===== src/rtl/tl_ul_pkg.sv =====
// TileLink-UL shared definitions: opcodes, field widths, beat layouts and helpers
// for the A/D channel buffer.
package tl_ul_pkg;

  localparam int unsigned OPCODE_W  = 3;
  localparam int unsigned A_PARAM_W = 3;
  localparam int unsigned D_PARAM_W = 2;
  localparam int unsigned SIZE_W    = 3;
  localparam int unsigned SINK_W    = 1;

  localparam logic [OPCODE_W-1:0] A_PUT_FULL_DATA    = 3'd0;
  localparam logic [OPCODE_W-1:0] A_PUT_PARTIAL_DATA = 3'd1;
  localparam logic [OPCODE_W-1:0] A_GET              = 3'd4;
  localparam logic [OPCODE_W-1:0] D_ACCESS_ACK       = 3'd0;
  localparam logic [OPCODE_W-1:0] D_ACCESS_ACK_DATA  = 3'd1;

  localparam int unsigned DEF_ADDR_W = 32;
  localparam int unsigned DEF_DATA_W = 32;
  localparam int unsigned DEF_SRC_W  = 1;

  function automatic int unsigned a_w(input int unsigned addr_w, input int unsigned data_w,
                                      input int unsigned src_w);
    return OPCODE_W + A_PARAM_W + SIZE_W + src_w + addr_w + data_w / 8 + data_w + 1;
  endfunction

  function automatic int unsigned d_w(input int unsigned data_w, input int unsigned src_w);
    return OPCODE_W + D_PARAM_W + SIZE_W + src_w + SINK_W + 1 + data_w + 1;
  endfunction

  // Occupancy counter width; a wire-through channel still gets a 1-bit (tied 0) port.
  function automatic int unsigned cnt_w(input int unsigned depth);
    return (depth == 0) ? 1 : $clog2(depth + 1);
  endfunction

  typedef struct packed {
    logic [OPCODE_W-1:0]     opcode;
    logic [A_PARAM_W-1:0]    param;
    logic [SIZE_W-1:0]       size;
    logic [DEF_SRC_W-1:0]    source;
    logic [DEF_ADDR_W-1:0]   address;
    logic [DEF_DATA_W/8-1:0] mask;
    logic [DEF_DATA_W-1:0]   data;
    logic                    corrupt;
  } tl_a_t;

  typedef struct packed {
    logic [OPCODE_W-1:0]   opcode;
    logic [D_PARAM_W-1:0]  param;
    logic [SIZE_W-1:0]     size;
    logic [DEF_SRC_W-1:0]  source;
    logic [SINK_W-1:0]     sink;
    logic                  denied;
    logic [DEF_DATA_W-1:0] data;
    logic                  corrupt;
  } tl_d_t;

  localparam int unsigned DEF_A_W = a_w(DEF_ADDR_W, DEF_DATA_W, DEF_SRC_W);
  localparam int unsigned DEF_D_W = d_w(DEF_DATA_W, DEF_SRC_W);

  function automatic logic [DEF_A_W-1:0] pack_a(input tl_a_t a);
    return DEF_A_W'(a);
  endfunction

  function automatic tl_a_t unpack_a(input logic [DEF_A_W-1:0] bits);
    return tl_a_t'(bits);
  endfunction

  function automatic logic [DEF_D_W-1:0] pack_d(input tl_d_t d);
    return DEF_D_W'(d);
  endfunction

  function automatic tl_d_t unpack_d(input logic [DEF_D_W-1:0] bits);
    return tl_d_t'(bits);
  endfunction

endpackage


===== src/rtl/tl_ul_fifo.sv =====
// In-order valid/ready queue; DEPTH=0 degenerates to a wire-through, otherwise the
// output is always driven from storage so there is no in->out combinational path.
module tl_ul_fifo
  import tl_ul_pkg::*;
#(
  parameter int unsigned WIDTH = 8,
  parameter int unsigned DEPTH = 2
) (
  input  logic                      clock,
  input  logic                      reset,
  input  logic                      in_valid,
  output logic                      in_ready,
  input  logic [WIDTH-1:0]          in_bits,
  output logic                      out_valid,
  input  logic                      out_ready,
  output logic [WIDTH-1:0]          out_bits,
  output logic [cnt_w(DEPTH)-1:0]   count
);

  localparam int unsigned CNT_W = cnt_w(DEPTH);

  if (DEPTH == 0) begin : g_wire
    logic unused_clk_rst;
    assign unused_clk_rst = clock ^ reset;
    assign out_valid      = in_valid;
    assign in_ready       = out_ready;
    assign out_bits       = in_bits;
    assign count          = '0;
  end else begin : g_queue
    localparam int unsigned PTR_W = (DEPTH > 1) ? $clog2(DEPTH) : 1;

    logic [WIDTH-1:0] mem [DEPTH];
    logic [PTR_W-1:0] wr_ptr;
    logic [PTR_W-1:0] rd_ptr;
    logic [CNT_W-1:0] cnt;
    logic             push;
    logic             pop;

    // Explicit wrap so non-power-of-two depths never index past the last entry.
    function automatic logic [PTR_W-1:0] next_ptr(input logic [PTR_W-1:0] p);
      return (p == PTR_W'(DEPTH - 1)) ? '0 : p + PTR_W'(1);
    endfunction

    assign in_ready  = (cnt < CNT_W'(DEPTH));
    assign out_valid = (cnt != '0);
    assign push      = in_valid & in_ready;
    assign pop       = out_valid & out_ready;
    assign out_bits  = mem[rd_ptr];
    assign count     = cnt;

    always_ff @(posedge clock) begin
      if (push) mem[wr_ptr] <= in_bits;
    end

    always_ff @(posedge clock or posedge reset) begin
      if (reset) begin
        wr_ptr <= '0;
        rd_ptr <= '0;
        cnt    <= '0;
      end else begin
        if (push) wr_ptr <= next_ptr(wr_ptr);
        if (pop)  rd_ptr <= next_ptr(rd_ptr);
        if (push && !pop)      cnt <= cnt + CNT_W'(1);
        else if (pop && !push) cnt <= cnt - CNT_W'(1);
      end
    end
  end

endmodule


===== src/rtl/tl_ul_buffer.sv =====
// TileLink-UL A/D channel buffer: one independent queue per direction, each sized
// separately (0 = wire-through).
module tl_ul_buffer
  import tl_ul_pkg::*;
#(
  parameter int unsigned ADDR_W  = 32,
  parameter int unsigned DATA_W  = 32,
  parameter int unsigned SRC_W   = 1,
  parameter int unsigned A_DEPTH = 2,
  parameter int unsigned D_DEPTH = 2,
  localparam int unsigned A_W    = a_w(ADDR_W, DATA_W, SRC_W),
  localparam int unsigned D_W    = d_w(DATA_W, SRC_W)
) (
  input  logic                        clock,
  input  logic                        reset,
  input  logic                        a_in_valid,
  output logic                        a_in_ready,
  input  logic [A_W-1:0]              a_in_bits,
  output logic                        a_out_valid,
  input  logic                        a_out_ready,
  output logic [A_W-1:0]              a_out_bits,
  input  logic                        d_in_valid,
  output logic                        d_in_ready,
  input  logic [D_W-1:0]              d_in_bits,
  output logic                        d_out_valid,
  input  logic                        d_out_ready,
  output logic [D_W-1:0]              d_out_bits,
  output logic [cnt_w(A_DEPTH)-1:0]   a_count,
  output logic [cnt_w(D_DEPTH)-1:0]   d_count
);

  tl_ul_fifo #(.WIDTH(A_W), .DEPTH(A_DEPTH)) u_a_fifo (
    .clock     (clock),
    .reset     (reset),
    .in_valid  (a_in_valid),
    .in_ready  (a_in_ready),
    .in_bits   (a_in_bits),
    .out_valid (a_out_valid),
    .out_ready (a_out_ready),
    .out_bits  (a_out_bits),
    .count     (a_count)
  );

  tl_ul_fifo #(.WIDTH(D_W), .DEPTH(D_DEPTH)) u_d_fifo (
    .clock     (clock),
    .reset     (reset),
    .in_valid  (d_in_valid),
    .in_ready  (d_in_ready),
    .in_bits   (d_in_bits),
    .out_valid (d_out_valid),
    .out_ready (d_out_ready),
    .out_bits  (d_out_bits),
    .count     (d_count)
  );

endmodule


===== config.mk =====
export PLATFORM = sky130hd
export DESIGN_NAME = tl_ul_buffer
export DESIGN_NICKNAME = d
export VERILOG_FILES = /design/src/rtl/tl_ul_pkg.sv /design/src/rtl/tl_ul_fifo.sv /design/src/rtl/tl_ul_buffer.sv
export SDC_FILE = /design/constraint.sdc
export NUM_CORES = 1
export LEC_CHECK = 0
export BUFFER_PORTS_ARGS = -buffer_cell sky130_fd_sc_hd__buf_4
export CORE_MARGIN = 4
export CORE_UTILIZATION = 45
export DETAILED_ROUTE_END_ITERATION = 6
export PLACE_DENSITY = 0.7
export SETUP_SLACK_MARGIN = 0.02
export SLEW_MARGIN = 0
export SYNTH_ARGS = -nofsm -noshare
export SYNTH_HDL_FRONTEND = slang
export SYNTH_SLANG_ARGS = --single-unit

===== constraint.sdc =====
create_clock -name clock -period 14.19 [get_ports clock]
set_input_delay 1.419 -clock clock [delete_from_list [all_inputs] [get_ports clock]]
set_output_delay 1.419 -clock clock [all_outputs]
set_load 0.005 [all_outputs]

==> reports/metrics.csv <==
stage;metric;value;unit
placement;place.port_buffers;259;
sta;worst_slew_pin_slew;1.10;ns
placement;dp_hpwl;13.0;mm
power_and_ir_drop;power;2440;µW
die;ios;260;
sta;setup_tns;0;ns
global_route;grt_antenna_before_repair;0;
yosys;synth-simple-area-share;0.662;%
setup_path;end_kind;output pin;
route;dr.pass1.iters;5;
yosys;yosysSeqAreaShare;77.2;%
yosys;synth_top_family_by_area;multiplexers;
global_route;grt_max_degree;80;
clock_network;clock_latency;0.51;ns
route;drt-met1-wl;7.38;mm
route;top_layer;met4;
die;fp.dieH;156;µm
placement;place_ws;10.61;ns
route;ant_nets;0;
sta;slew_headroom;26.8;%
yosys;synthDistinctLibCells;16;
sta;min_period_over_period;28.9;%
clock_network;cts_buffers;25;
sta;finClkSkew;0.0104;ns
finish;area.growth.synth_to_final;29.1;%
setup_path;start_kind;flop;
finish;drive_gt1_share;59.8;%
clock_network;cts_tree;built;
placement;placed_area;0.0119;mm²
finish;final_common_cell;buf_4;
power_and_ir_drop;cellPowerDensity;192;mW/mm²
die;die_w;156;µm
sta;rsz0062_at_grt;no;
yosys;synth_fa_ha_area_share;0.255;%
sta;post-route-min-period;4.10;ns
yosys;post_synth.cell_area_avg;23.5;µm²
clock_network;cts_sinks;254;
power_and_ir_drop;p_clk_share;24.9;%
clock_network;path_clk_slew;0.05;ns
route;drt_iter0_drc;220;
yosys;synthMuxAreaShare;18.6;%
placement;gp_congestion;0.750;
power_and_ir_drop;leakage;0.00507;µW
global_route;overflow;0;
route;post_drt_via_cell_ratio;4.85;
yosys;synth_xor_area_share;0.891;%
finish;mostFrequentLayoutCells;263 x buf_4, 246 x edfxtp_1, 118 x mux2_4, 25 x clkbuf_16, 7 x clkbuf_1;
die;initial_core_util;46.2;%
route;wire_per_inst;19.1;µm
clock_network;clockBufferDepth;3;
clock_network;htree_levels;1;
yosys;yosys_warnings;0;
flow_run;drv_cap;0;
setup_path;cp.required;12.77;ns
route;wl;18.8;mm
global_route;grt_first_pass_wirelength;28.1;mm
setup_path;crit_type;flop to output pin;
finish;antennaDiodeCount;0;
power_and_ir_drop;seqPwrFrac;42.9;%
sta;fin_ws;10.09;ns
yosys;netlist_top_cells_area;edfxtp_1 75%, mux2_4 18%, dfrtp_1 2.0%;
clock_network;cts_hold_buf;0;
finish;stdcell_area;0.0127;mm²
finish;fillCellCount;1570;
clock_network;cts.repair.resized;0;
route;drc_errors;0;
yosys;synth-seq-cells;254;
global_route;grt_usage;14.6;%
yosys;synthCells;418;
yosys;syn-cell-area;0.00983;mm²
min_path;hold_class;flop to flop;
sta;final_max_slew_viol_count;0;
clock_network;cts-root-buf;clkbuf_16;
power_and_ir_drop;netSwitchingFraction;25.6;%
finish;multi_input_area;0.00202;mm²
yosys;yosys.area.top_type;edfxtp_1;
setup_path;cp.arrival;2.68;ns
die;die_area;0.0243;mm²
global_route;grt_pass1_vias;5075;
route;num_vias;4769;
die;rows;53;
yosys;synth_top_cell_area_share;75.1;%
power_and_ir_drop;power.internal;1820;µW
status;status;finished clean;
power_and_ir_drop;power_frac_comb;32.3;%
power_and_ir_drop;power.switching;627;µW
power_and_ir_drop;vdd_drop_max;0.100;mV
route;routed-wl-met2;9.00;mm
die;core-area;0.0213;mm²
yosys;syn-num-nets;549;
setup_path;crit_fanout;56;
finish;nets;825;
sta;setup_viol;0;
yosys;synth-compound-area-share;0;%
clock_network;cts_setup_buffers;0;
sta;hold_viol_final;0;
sta;timing.hold.ws;0.522;ns
finish;seqCellArea;0.00759;mm²
sta;fmax;244;MHz
route;wl_met3;2.20;mm
==> worst max-delay path, stage by stage (launching register included) <==
cell     delay, ns
dfrtp_4       0.72
buf_4         0.85
mux2_4        0.37
buf_4         0.14
==> final timing paths <==
check                                                    start                               endpoint  slack [ns]  depth (start not counted)
setup / recovery           u_a_fifo.g_queue.rd_ptr$_DFFE_PP0P_                         a_out_bits[61]       10.09                          3
hold / removal                   u_a_fifo.count[0]$_DFFE_PP0P_          u_a_fifo.count[0]$_DFFE_PP0P_        0.52                          1
setup reg to reg                 u_a_fifo.count[1]$_DFFE_PP0P_  u_a_fifo.g_queue.mem[0][13]$_DFFE_PP_       12.03                          3
hold reg to reg                  u_a_fifo.count[0]$_DFFE_PP0P_          u_a_fifo.count[0]$_DFFE_PP0P_        0.52                          1
max in group asynchronous                                reset    u_a_fifo.g_queue.rd_ptr$_DFFE_PP0P_       13.06                          2
min in group asynchronous                                reset    u_d_fifo.g_queue.wr_ptr$_DFFE_PP0P_        0.87                          2
==> layer usage <==
metal,vias up,track usage [%]
met5,-,0
met4,0,3.25
met3,25,5.77
met2,225,23.8
met1,2335,18.7
li1,2184,-
==> cell families (layout without fill, tap and decap cells) <==
family                     Yosys count  in the layout
DFF                                254            254
muxes                              123            123
buffers and inverters               17            308
and+or+nand+nor                     12             12
adders and majority gates            2              2
xor gates and xnor gates            10             10
==> power by group through the flow <==
stage / Combinational, µW / Clock, µW / Sequential, µW
6_report: 788 / 608 / 1050
5_1_grt: 844 / 660 / 1060
4_1_cts: 806 / 624 / 1050
3_5_place_dp: 801 / 0 / 1070
3_3_place_gp: 792 / 0 / 1060
2_1_floorplan: 522 / 0 / 1040
==> layout make-up <==
cell class              instances  share of cell area, %
clock buffers                  32                   5.13
clock inverters                10                  0.778
well taps                     275                   2.71
inverters                       3                 0.0887
multi-input cells             147                   15.9
flip-flops and latches        254                   59.8
repair buffers                263                   15.5
==> metrics by stage <==
stage | std cells | util [%]
after floorplan | 418 | -
after global placement | 942 | 56.1
after detailed placement | 942 | 56.1
after CTS | 984 | 59.6
after global routing | 984 | 59.6
final | 984 | 59.6
==> sequential cells by signal (all words and copies together) (netlist names) <==
register                 count
u_d_fifo.g_queue.rd_ptr      1
u_a_fifo.g_queue.rd_ptr      1
u_d_fifo.g_queue.mem        88
u_d_fifo.g_queue.wr_ptr      1
u_a_fifo.count               2
u_a_fifo.g_queue.mem       158
u_a_fifo.g_queue.wr_ptr      1
u_d_fifo.count               2
==> synthesized netlist by cell type (all sizes together) <==
cell and number:
nand2 2, xor2 4, ha 2, mux2 123
nor2b 4, edfxtp 246, nor2 2, xnor2 6
buf 14, inv 3, and2 2, dfrtp 8
or2 2
Note: power is estimated with default switching activity, not from simulation.
